<file path="config.mk">
export PLATFORM = sky130hd
export DESIGN_NAME = gb_oam_dma_arbiter_flat
export DESIGN_NICKNAME = d
export VERILOG_FILES = /design/src/rtl/gb_cpu_common_pkg.sv /design/src/rtl/gb_oam_dma_arbiter_if.sv /design/src/rtl/gb_oam_dma_engine.sv /design/src/rtl/gb_oam_dma_arbiter.sv /design/src/flat_wrapper.sv
export SDC_FILE = /design/constraint.sdc
export NUM_CORES = 1
export LEC_CHECK = 0
export ABC_AREA = 1
export CELL_PAD_IN_SITES_DETAIL_PLACEMENT = 1
export CELL_PAD_IN_SITES_GLOBAL_PLACEMENT = 2
export CORE_ASPECT_RATIO = 1.1
export CORE_MARGIN = 2
export CORE_UTILIZATION = 23
export CTS_CLUSTER_SIZE = 16
export DETAILED_ROUTE_END_ITERATION = 10
export PLACE_DENSITY = 0.84
export SKIP_CTS_REPAIR_TIMING = 1
export SYNTH_ARGS = -nofsm -noshare
export SYNTH_HDL_FRONTEND = slang
export SYNTH_SLANG_ARGS = --single-unit
</file>
<file path="constraint.sdc">
create_clock -name clk -period 3.8 [get_ports clk]
set_input_delay 0.38 -clock clk [delete_from_list [all_inputs] [get_ports clk]]
set_output_delay 0.38 -clock clk [all_outputs]
set_load 0.05 [all_outputs]
</file>
<file path="src/rtl/gb_cpu_common_pkg.sv">
// Shared CPU-side definitions for the DMG bus fabric.
// Holds the OAM DMA state encoding, the DMA register address, the OAM
// length, the high-page tag and the echo-RAM source folding helper.
package gb_cpu_common_pkg;

  typedef enum logic [1:0] {
    DMA_IDLE,
    DMA_START,
    DMA_XFER
  } dma_state_t;

  localparam logic [15:0] DMA_REG_ADDR = 16'hFF46;
  localparam int          OAM_LEN      = 160;
  localparam logic [7:0]  HI_PAGE      = 8'hFF;

  // Pages 0xE0-0xFF would land in echo RAM / OAM / IO; the DMA unit folds
  // them back onto WRAM (0xC0-0xDF) by clearing bit 5.
  function automatic logic [7:0] dma_src_eff(input logic [7:0] src);
    return (src >= 8'hE0) ? (src & 8'hDF) : src;
  endfunction

endpackage

</file>
<file path="src/rtl/gb_oam_dma_arbiter_if.sv">
// Bundle of every CPU, main-bus, high-page and OAM signal around the
// OAM DMA arbiter.
//   slave  : the arbiter's view (CPU requests and read data in, strobes out)
//   master : the surrounding fabric's view (the opposite directions)
interface gb_oam_dma_arbiter_if;
  logic [15:0] cpu_addr;
  logic [7:0]  cpu_wdata;
  logic        cpu_we;
  logic        cpu_re;
  logic [7:0]  cpu_rdata;
  logic [15:0] bus_addr;
  logic [7:0]  bus_wdata;
  logic        bus_we;
  logic        bus_re;
  logic [7:0]  bus_rdata;
  logic [7:0]  hi_addr;
  logic [7:0]  hi_wdata;
  logic        hi_we;
  logic        hi_re;
  logic [7:0]  hi_rdata;
  logic [7:0]  oam_addr;
  logic [7:0]  oam_wdata;
  logic        oam_we;
  logic        dma_active;

  modport slave (
    input  cpu_addr, cpu_wdata, cpu_we, cpu_re, bus_rdata, hi_rdata,
    output cpu_rdata, bus_addr, bus_wdata, bus_we, bus_re,
           hi_addr, hi_wdata, hi_we, hi_re,
           oam_addr, oam_wdata, oam_we, dma_active
  );

  modport master (
    output cpu_addr, cpu_wdata, cpu_we, cpu_re, bus_rdata, hi_rdata,
    input  cpu_rdata, bus_addr, bus_wdata, bus_we, bus_re,
           hi_addr, hi_wdata, hi_we, hi_re,
           oam_addr, oam_wdata, oam_we, dma_active
  );
endinterface

</file>
<file path="src/rtl/gb_oam_dma_engine.sv">
// OAM DMA sequencer: FSM, start-delay counter, byte index and the one-stage
// OAM write pipeline.
// Ports:
//   clk, reset_n  M-cycle clock, asynchronous active-low reset
//   reg_write     CPU write to the DMA register this cycle
//   reg_wdata     value written (source page)
//   bus_rdata     main bus read data for the current DMA address
//   src_reg       last written source page (readable by the CPU)
//   dma_addr      main bus address the DMA reads this cycle
//   dma_active    DMA owns the main bus (XFER state)
//   oam_addr/oam_wdata/oam_we  registered OAM write port
module gb_oam_dma_engine
  import gb_cpu_common_pkg::*;
#(
  parameter int DMA_LEN     = OAM_LEN,
  parameter int START_DELAY = 1
) (
  input  logic        clk,
  input  logic        reset_n,
  input  logic        reg_write,
  input  logic [7:0]  reg_wdata,
  input  logic [7:0]  bus_rdata,
  output logic [7:0]  src_reg,
  output logic [15:0] dma_addr,
  output logic        dma_active,
  output logic [7:0]  oam_addr,
  output logic [7:0]  oam_wdata,
  output logic        oam_we
);

  localparam logic [7:0] LAST_IDX   = 8'(DMA_LEN - 1);
  localparam logic [3:0] DELAY_LOAD = 4'(START_DELAY);

  dma_state_t state;
  logic [7:0] idx;
  logic [3:0] delay;

  assign dma_addr = {dma_src_eff(src_reg), idx};

  // The byte read in an XFER cycle is written to OAM in the following
  // cycle. A restart discards the byte read in the restart cycle, but the
  // write already sitting in the output register still lands.
  always_ff @(posedge clk or negedge reset_n) begin
    if (!reset_n) begin
      state      <= DMA_IDLE;
      src_reg    <= 8'h00;
      idx        <= 8'h00;
      delay      <= 4'd0;
      dma_active <= 1'b0;
      oam_we     <= 1'b0;
      oam_addr   <= 8'h00;
      oam_wdata  <= 8'h00;
    end else begin
      oam_we <= 1'b0;
      if (state == DMA_XFER && !reg_write) begin
        oam_we    <= 1'b1;
        oam_addr  <= idx;
        oam_wdata <= bus_rdata;
      end

      if (reg_write) begin
        src_reg    <= reg_wdata;
        delay      <= DELAY_LOAD;
        idx        <= 8'h00;
        dma_active <= 1'b0;
        state      <= DMA_START;
      end else begin
        case (state)
          DMA_IDLE: begin
            dma_active <= 1'b0;
          end
          DMA_START: begin
            if (delay <= 4'd1) begin
              delay      <= 4'd0;
              idx        <= 8'h00;
              dma_active <= 1'b1;
              state      <= DMA_XFER;
            end else begin
              delay <= delay - 4'd1;
            end
          end
          DMA_XFER: begin
            if (idx == LAST_IDX) begin
              idx        <= 8'h00;
              dma_active <= 1'b0;
              state      <= DMA_IDLE;
            end else begin
              idx <= idx + 8'd1;
            end
          end
          default: begin
            dma_active <= 1'b0;
            state      <= DMA_IDLE;
          end
        endcase
      end
    end
  end

endmodule

</file>
<file path="src/rtl/gb_oam_dma_arbiter.sv">
// OAM DMA arbiter: shares the main memory bus between the CPU and the OAM
// DMA engine and keeps the high page (0xFF00-0xFFFF) reachable by the CPU
// at all times.
// Ports:
//   clk, reset_n  M-cycle clock, asynchronous active-low reset
//   io            gb_oam_dma_arbiter_if.slave: CPU request/response, main
//                 bus, high-page bus, OAM write port and dma_active
module gb_oam_dma_arbiter
  import gb_cpu_common_pkg::*;
#(
  parameter int         DMA_LEN     = OAM_LEN,
  parameter int         START_DELAY = 1,
  parameter logic [7:0] OPEN_BUS    = 8'hFF
) (
  input logic                  clk,
  input logic                  reset_n,
  gb_oam_dma_arbiter_if.slave  io
);

  logic        is_dma_reg;
  logic        is_main;
  logic        is_hi;
  logic        cpu_main;
  logic        dma_reg_write;
  logic        dma_active;
  logic [7:0]  src_reg;
  logic [15:0] dma_addr;

  assign is_dma_reg    = (io.cpu_addr == DMA_REG_ADDR);
  assign is_main       = (io.cpu_addr[15:8] != HI_PAGE);
  assign is_hi         = !is_main && !is_dma_reg;
  assign cpu_main      = is_main && !dma_active;
  assign dma_reg_write = io.cpu_we && is_dma_reg;

  gb_oam_dma_engine #(
    .DMA_LEN     (DMA_LEN),
    .START_DELAY (START_DELAY)
  ) u_engine (
    .clk        (clk),
    .reset_n    (reset_n),
    .reg_write  (dma_reg_write),
    .reg_wdata  (io.cpu_wdata),
    .bus_rdata  (io.bus_rdata),
    .src_reg    (src_reg),
    .dma_addr   (dma_addr),
    .dma_active (dma_active),
    .oam_addr   (io.oam_addr),
    .oam_wdata  (io.oam_wdata),
    .oam_we     (io.oam_we)
  );

  // The DMA only reads, so the main-bus write strobe belongs to the CPU
  // alone and is simply suppressed while the DMA owns the bus.
  assign io.bus_addr   = dma_active ? dma_addr : io.cpu_addr;
  assign io.bus_wdata  = io.cpu_wdata;
  assign io.bus_we     = io.cpu_we && cpu_main;
  assign io.bus_re     = dma_active || (io.cpu_re && cpu_main);

  assign io.hi_addr    = io.cpu_addr[7:0];
  assign io.hi_wdata   = io.cpu_wdata;
  assign io.hi_we      = io.cpu_we && is_hi;
  assign io.hi_re      = io.cpu_re && is_hi;

  assign io.dma_active = dma_active;

  // CPU read data: the DMA register is answered locally, blocked main-bus
  // reads see the open-bus value.
  always_comb begin
    io.cpu_rdata = OPEN_BUS;
    if (is_dma_reg) begin
      io.cpu_rdata = src_reg;
    end else if (is_hi) begin
      io.cpu_rdata = io.hi_rdata;
    end else if (cpu_main) begin
      io.cpu_rdata = io.bus_rdata;
    end
  end

endmodule

</file>
<file path="src/flat_wrapper.sv">
// flat-port wrapper written by rule: the top's interface ports become plain ports
module gb_oam_dma_arbiter_flat import gb_cpu_common_pkg::*;
#(
  parameter int         DMA_LEN     = OAM_LEN,
  parameter int         START_DELAY = 1,
  parameter logic [7:0] OPEN_BUS    = 8'hFF
)
  (clk, reset_n, io_cpu_addr, io_cpu_wdata, io_cpu_we, io_cpu_re, io_bus_rdata, io_hi_rdata, io_cpu_rdata, io_bus_addr, io_bus_wdata, io_bus_we, io_bus_re, io_hi_addr, io_hi_wdata, io_hi_we, io_hi_re, io_oam_addr, io_oam_wdata, io_oam_we, io_dma_active);
  gb_oam_dma_arbiter_if io_i ();
  input logic clk;
  input logic reset_n;
  input wire logic [$bits(io_i.cpu_addr)-1:0] io_cpu_addr;
  input wire logic [$bits(io_i.cpu_wdata)-1:0] io_cpu_wdata;
  input wire logic [$bits(io_i.cpu_we)-1:0] io_cpu_we;
  input wire logic [$bits(io_i.cpu_re)-1:0] io_cpu_re;
  input wire logic [$bits(io_i.bus_rdata)-1:0] io_bus_rdata;
  input wire logic [$bits(io_i.hi_rdata)-1:0] io_hi_rdata;
  output wire logic [$bits(io_i.cpu_rdata)-1:0] io_cpu_rdata;
  output wire logic [$bits(io_i.bus_addr)-1:0] io_bus_addr;
  output wire logic [$bits(io_i.bus_wdata)-1:0] io_bus_wdata;
  output wire logic [$bits(io_i.bus_we)-1:0] io_bus_we;
  output wire logic [$bits(io_i.bus_re)-1:0] io_bus_re;
  output wire logic [$bits(io_i.hi_addr)-1:0] io_hi_addr;
  output wire logic [$bits(io_i.hi_wdata)-1:0] io_hi_wdata;
  output wire logic [$bits(io_i.hi_we)-1:0] io_hi_we;
  output wire logic [$bits(io_i.hi_re)-1:0] io_hi_re;
  output wire logic [$bits(io_i.oam_addr)-1:0] io_oam_addr;
  output wire logic [$bits(io_i.oam_wdata)-1:0] io_oam_wdata;
  output wire logic [$bits(io_i.oam_we)-1:0] io_oam_we;
  output wire logic [$bits(io_i.dma_active)-1:0] io_dma_active;
  assign io_i.cpu_addr = io_cpu_addr;
  assign io_i.cpu_wdata = io_cpu_wdata;
  assign io_i.cpu_we = io_cpu_we;
  assign io_i.cpu_re = io_cpu_re;
  assign io_i.bus_rdata = io_bus_rdata;
  assign io_i.hi_rdata = io_hi_rdata;
  assign io_cpu_rdata = io_i.cpu_rdata;
  assign io_bus_addr = io_i.bus_addr;
  assign io_bus_wdata = io_i.bus_wdata;
  assign io_bus_we = io_i.bus_we;
  assign io_bus_re = io_i.bus_re;
  assign io_hi_addr = io_i.hi_addr;
  assign io_hi_wdata = io_i.hi_wdata;
  assign io_hi_we = io_i.hi_we;
  assign io_hi_re = io_i.hi_re;
  assign io_oam_addr = io_i.oam_addr;
  assign io_oam_wdata = io_i.oam_wdata;
  assign io_oam_we = io_i.oam_we;
  assign io_dma_active = io_i.dma_active;
  gb_oam_dma_arbiter #(.DMA_LEN(DMA_LEN), .START_DELAY(START_DELAY), .OPEN_BUS(OPEN_BUS)) u_core (.clk(clk), .reset_n(reset_n), .io(io_i));
endmodule
</file>
==> results.md, run 1 <==
* Final nets at 463
* Final cell count without fillers at 557
* Fillcell total at 1279
* Final setup fails at 0
* Die width at 102 µm
* Antenna Violating Nets Remaining at 0
* Multi-input gate area at 1050 µm²
* Worst path most repeated cell: nand2_1
* Slowest CP cell: clkdlybuf4s50_1
* Synth top area cells: dfrtp_1 41%, nand2_1 15%, o21ai_0 9.0%
* Clk slew on worst S/H paths at 0.06 ns
* Number of synthesized register bits at 40
* Starting Density at 23.6%
* Vias per cell at 4.34
* Worst Path Required at 3.42 ns
* Syn_nets at 378
* Initial antenna violation count at 0
* Overall die area at 11400 µm²
* Via count at 2418
* Share of the synthesized area in the top cell type at 41.0%
* Sequential element share of the synthesized area at 41.0%
* CTS Buf Count at 5
* Final hold vios at 0
* DRC viols at 0
* Max stage delay on crit path at 0.84 ns
* Skew-Pair Late Insertion Delay at 0.29 ns
* H-tree depth at 2
* Worst Reg-to-Reg Cells at 2
* Crit path cell chain: clkdlybuf4s50_1, nand2_1, inv_1, nand2_1, nor2_4, nand2_1, o22ai_1, clkdlybuf4s50_1
* Worst path depth at 8
* First-pass DRT Iterations at 4
* RSZ-0062 raised after global routing: false
* Mapped Area at 2440 µm²
* Max-Cap Viols at 0
* Sequential Area at 1000 µm²
* Switch share at 29.5%
* Routed length per instance at 14.5 µm
* Max_slew headroom at 38.1%
* Period Utilization, post-route at 85.4%
* Critical Path Sink Type: primary output
* Worst Hold Slack at 0.224 ns
* Root buffer cell: clkbuf_16
* Final min period at 3.24 ns
* Gate Count Post-Synth at 328
* First-pass GRT wire length at 12.9 mm
* Slew @ Worst Pin at 0.928 ns
* Syn avg cell area at 7.44 µm²
* Worst setup path start: io_cpu_addr[9]
* Final Wtd Congestion at 0.768
* Post-synthesis cell type count at 25
* Setup total negative slack at 0 ns
* Max Transition Viols Final at 0
* Crit path DAT at 2.86 ns
* Worst VDD drop at 0.149 mV
* Achievable frequency at 308 MHz
* Cell Int Power at 0.000760 W
* DP Wirelength at 6.37 mm
* # diodes at 0
* Total grt overflow at 0
* Crit path max fanout at 15
* Placed Instances at 549
* Share of cells above drive strength 1 at 4.11%
* CP Launch Type: input pin
* Core area at 10300 µm²
* CTS Buffer Depth at 2
* Largest net degree at the start of global routing at 41
* CP bufs+invs at 3
* First DRT Iteration DRCs at 60
* Die Y at 112 µm
* Net Switching at 0.000317 W
* Row cnt at 39
* Reg2Reg Launch Point: u_core.u_engine.dma_active
* All-Layer GR Usage at 14.5%
* Clock share of power at 38.4%
* Syn-to-layout area delta at 49.4%
* Post-Route WL at 8.05 mm
* # port buffers at 113
* Post-place setup slack at 0.549 ns
* Hold Crit Class: input pin to async pin
* Vias in the first global route at 2508
* Comb pwr share at 22.0%
* Reg power frac at 39.6%
* CTS tree: built
* R2R Path End: u_core.u_engine.dma_active
* Layout Skew at 0.00475 ns
* Critical path class: input pin to primary output
* Ys Warns at 0
* IO Pins at 114
* Reg-to-reg slack, setup at 2.17 ns
* Status: completed
* Num Clock Sinks at 40
* Util after Layout at 35.2%
* Final worst slack at 0.556 ns
* Worst path top cell family by delay: buffers and inverters
* P_leak at 1.62 nW
* Post-synth top area cell: dfrtp_1
* CP endpoint: io_cpu_rdata[5]
* PD cells at 295 nW/µm²
cell usage after synthesis:
library cell,instances
buf_2,2
nand2_1,95
dfrtp_1,40
clkbuf_1,5
nand3_1,14
nor2_1,13
o22ai_1,10
buf_4,27
o211ai_1,1
nand2_4,1
xor2_1,2
nor3_1,9
o21ai_0,44
ha_1,6
nand2_2,1
nand3_4,1
nor2_4,2
nor3b_1,2
inv_2,3
inv_1,35
xnor2_1,1
a21oi_1,1
nand4_1,3
o21ai_1,9
buf_6,1
metal layers:
layer  track usage [%]  up-vias  part of all wire (%)
met3              2.49       11                   5.0
met4              5.69        0                   2.4
li1                  -     1206                     -
met2              25.0       63                    49
met1              17.9     1138                    44
met5                 0        -                     0
power by group through the flow:
stage          combinational, W  sequential, W  clock (W)
2_1_floorplan          0.000139       0.000434          0
3_3_place_gp           0.000239       0.000434          0
3_5_place_dp           0.000239       0.000434          0
4_1_cts                0.000240       0.000426   0.000430
5_1_grt                0.000249       0.000426   0.000446
6_report               0.000237       0.000426   0.000413
layout make-up:
cell class / count / area share, %
Clock buffer: 5 / 3.43
Tap cell: 143 / 4.91
Multi-Input combinational cell: 215 / 28.9
Inverter: 38 / 3.91
Sequential cell: 40 / 27.5
Clock inverter: 3 / 0.515
Timing Repair Buffer: 113 / 30.9
cells by family after synthesis:
kind of cell / after synthesis / share of synthesized area [%]
and+or+nand+nor: 141 / 25.1
buffers and inverters: 73 / 15.8
AOI/OAI and AO/OA: 65 / 13.9
DFF: 40 / 41.0
adders and majority gates: 6 / 3.08
xor gates and xnor gates: 3 / 1.08
stage by stage:
stage / instance area [µm²] / total power, W
floorplan: 2440 / 0.000573
global placement: 3500 / 0.000673
detailed placement: 3500 / 0.000673
CTS: 3650 / 0.00110
global route: 3650 / 0.00112
finish: 3650 / 0.00108
layout by cell type, fill, tap and decap left out, drive strengths merged:
master	netlist	layout
buf	30	1
o21ai	53	53
a21oi	1	1
o22ai	10	10
clkbuf	5	5
nand3	15	15
nand2	97	97
nor2	15	15
nor3	9	9
dfrtp	40	40
xor2	2	2
clkinv	0	3
clkdlybuf4s50	0	112
inv	38	38
ha	6	6
nand4	3	3
nor3b	2	2
o211ai	1	1
xnor2	1	1
worst min path at each step:
stage / end / start / slack (ns) / cells past startpoint
finish: u_core.u_engine.oam_addr[4] / reset_n / 0.22 / 1
global route: u_core.u_engine.oam_addr[4] / reset_n / 0.31 / 1
CTS: u_core.u_engine.oam_addr[4] / reset_n / 0.27 / 1
detailed placement: u_core.u_engine.oam_wdata[1] / u_core.u_engine.oam_wdata[1] / 0.47 / 2
global placement: u_core.u_engine.oam_addr[0] / u_core.u_engine.oam_addr[0] / 0.47 / 2
floorplan: u_core.u_engine.delay[0] / reset_n / 0.08 / 0
No activity file was read; power rests on OpenSTA's default activity.
==> inputs of run 2 (changes only) <==
--- a/config.mk
+++ b/config.mk
@@ -10,11 +10,13 @@
 export CELL_PAD_IN_SITES_GLOBAL_PLACEMENT = 2
 export CORE_ASPECT_RATIO = 1.1
 export CORE_MARGIN = 2
-export CORE_UTILIZATION = 23
+export CORE_UTILIZATION = 35
 export CTS_CLUSTER_SIZE = 16
 export DETAILED_ROUTE_END_ITERATION = 10
-export PLACE_DENSITY = 0.84
+export DONT_BUFFER_PORTS = 1
+export PLACE_DENSITY = 0.82
 export SKIP_CTS_REPAIR_TIMING = 1
+export SLEW_MARGIN = 20
 export SYNTH_ARGS = -nofsm -noshare
 export SYNTH_HDL_FRONTEND = slang
 export SYNTH_SLANG_ARGS = --single-unit
==> run 2 against run 1 <==
Cell count fell by 27%. Sequential power barely moved. Wire length fell by 18%. Maximum frequency rose by 39%. Flip-flop and latch count did not move. Critical path depth did not move. Worst setup slack improved by 0.90 ns. First-iteration DRC count fell by 12%. Register-to-register slack improved by 0.09 ns. Die area fell by 33%. Clock skew rose by 0.0034 ns. Hold slack got worse by 0.020 ns. Largest power group unchanged. Highest routed layer unchanged.
==> results.md, run 2 (synthesis results as in run 1) <==
* H-tree depth at 2 (unchanged)
* Starting Density at 36.6% (was 23.6%)
* Overall die area at 7660 µm² (was 11400 µm²)
* CTS Buf Count at 5 (unchanged)
* Worst Path Required at 3.42 ns (about the same)
* P_leak at 1.29 nW (was 1.62 nW)
* First-pass DRT Iterations at 4 (unchanged)
* Layout Skew at 0.00818 ns (was 0.00475 ns)
* Post-Route WL at 6.62 mm (was 8.05 mm)
* CTS Buffer Depth at 2 (unchanged)
* Achievable frequency at 427 MHz (was 308 MHz)
* Core area at 6670 µm² (was 10300 µm²)
* Crit path cell chain: nand2_1, inv_1, nand2_1, nor2_4, inv_2, nor2_1, inv_1, nor2_1 (was clkdlybuf4s50_1, nand2_1, inv_1, nand2_1, nor2_4, nand2_1, o22ai_1, clkdlybuf4s50_1)
* Clk slew on worst S/H paths at 0.07 ns (was 0.06 ns)
* Total grt overflow at 0 (unchanged)
* Die width at 83.6 µm (was 102 µm)
* Row cnt at 31 (was 39)
* All-Layer GR Usage at 17.8% (was 14.5%)
* Routed length per instance at 16.2 µm (was 14.5 µm)
* Max stage delay on crit path at 0.70 ns (was 0.84 ns)
* Max-Cap Viols at 0 (unchanged)
* IO Pins at 114 (unchanged)
* Placed Instances at 400 (was 549)
* RSZ-0062 raised after global routing: false (unchanged)
* Final cell count without fillers at 409 (was 557)
* Slew @ Worst Pin at 1.01 ns (was 0.928 ns)
* Critical Path Sink Type: primary output (unchanged)
* Final nets at 377 (was 463)
* Vias per cell at 5.14 (was 4.34)
* Num Clock Sinks at 40 (unchanged)
* Critical path class: input pin to primary output (unchanged)
* Initial antenna violation count at 0 (unchanged)
* Fillcell total at 838 (was 1279)
* Syn-to-layout area delta at 6.67% (was 49.4%)
* Crit path DAT at 1.96 ns (was 2.86 ns)
* Antenna Violating Nets Remaining at 0 (unchanged)
* Via count at 2101 (was 2418)
* Final hold vios at 0 (unchanged)
* Period Utilization, post-route at 61.6% (was 85.4%)
* CP Launch Type: input pin (unchanged)
* Final Wtd Congestion at 0.756 (was 0.768)
* Most common cell after layout, fill and taps aside: nand2_1 (was clkdlybuf4s50_1)
* First DRT Iteration DRCs at 53 (was 60)
* Die Y at 91.6 µm (was 112 µm)
* # port buffers at 0 (was 113)
* DRC viols at 0 (unchanged)
* Skew-Pair Late Insertion Delay at 0.29 ns (about the same)
* CTS tree: built (unchanged)
* DP Wirelength at 5.19 mm (was 6.37 mm)
* Crit path max fanout at 12 (was 15)
* Share of cells above drive strength 1 at 12.2% (was 4.11%)
* PD cells at 308 nW/µm² (was 295 nW/µm²)
* Root buffer cell: clkbuf_8 (was clkbuf_16)
* Max_slew headroom at 32.5% (was 38.1%)
* Final setup fails at 0 (unchanged)
* Commonest cells after routing, fill and taps aside: 95 x nand2_1, 40 x dfrtp_1, 35 x inv_1 (was 112 x clkdlybuf4s50_1, 95 x nand2_1, 44 x o21ai_0)
* # diodes at 0 (unchanged)
* Status: completed (unchanged)
* Worst VDD drop at 0.106 mV (was 0.149 mV)
* Setup total negative slack at 0 ns (unchanged)
* First-pass GRT wire length at 10.8 mm (was 12.9 mm)
* Largest net degree at the start of global routing at 41 (unchanged)
* Final min period at 2.34 ns (was 3.24 ns)
* Sequential Area at 1000 µm² (unchanged)
* Vias in the first global route at 2085 (was 2508)
* Slowest CP cell: nor2_1 (was clkdlybuf4s50_1)
* Multi-input gate area at 1050 µm² (unchanged)
* Hold Crit Class: input pin to flop (was input pin to async pin)
* Max Transition Viols Final at 0 (unchanged)
==> run 2: cell count changes in the layout (fill, tap and decap cells not counted), moves of 5 or more <==
cell / before / now
buf_4: 0 / 25
clkbuf_16: 5 / 0
clkbuf_8: 0 / 5
clkdlybuf4s50_1: 112 / 0
o21ai_0: 44 / 29
o21ai_1: 9 / 24
==> run 2: worst paths after layout <==
kind | slack (ns) | cells past startpoint | start | end
max in group asynchronous | 3.02 | 2 | reset_n | u_core.u_engine.src_reg[5]
setup reg to reg | 2.26 | 8 | u_core.u_engine.delay[0] | u_core.u_engine.idx[5]
setup / recovery | 1.46 | 8 | io_cpu_addr[15] | io_hi_re
hold reg to reg | 0.52 | 2 | u_core.u_engine.idx[7] | u_core.u_engine.idx[7]
hold / removal | 0.20 | 2 | io_bus_rdata[5] | u_core.u_engine.oam_wdata[5]
min in group asynchronous | 0.59 | 2 | reset_n | u_core.u_engine.state[0]
==> run 2: layout make-up <==
| type | count | share of cell area [%] |
|---|---|---|
| multi-input combinational | 215 | 40.5 |
| clock buffer | 6 | 2.79 |
| clock inverter | 1 | 0.192 |
| timing repair buffer | 27 | 8.65 |
| inverter | 38 | 5.48 |
| sequential | 40 | 38.5 |
| tap | 82 | 3.94 |
==> run 2: worst max-delay path, delay by kind of cell <==
kind | cells | cell delay [ns]
and+or+nand+nor | 5 | 1.31
buffers and inverters | 3 | 0.26
==> run 2: power by group <==
group	switching [W]	total, W	leakage [nW]	internal, W
Sequential	0.000000131	0.000426	0.512	0.000426
Combinational	0.0000791	0.000109	0.739	0.0000301
Clock	0.000141	0.000266	0.0410	0.000125
Total	0.000220	0.000801	1.29	0.000581
==> run 2: metal layers <==
layer	share of wire [%]	global-route usage (%)	vias up
met1	43	21.5	1008
met5	0	0	-
met4	0.83	4.57	0
li1	-	-	1031
met2	51	31.7	57
met3	5.3	4.18	5
==> run 2: stage by stage <==
stage | cell area (µm²) | util, % | worst slack (ns) | hold slack, ns | total power, W
after detailed placement | 2490 | 37.3 | 1.44 | 0.0859 | 0.000531
final | 2600 | 39.0 | 1.46 | 0.204 | 0.000801
after global placement | 2490 | 37.3 | 1.49 | 0.0862 | 0.000531
after CTS | 2560 | 38.4 | 1.41 | -0.233 | 0.000802
after floorplan | 2440 | - | 1.28 | 0.0844 | 0.000573
after global routing | 2600 | 39.0 | 1.27 | 0.196 | 0.000838
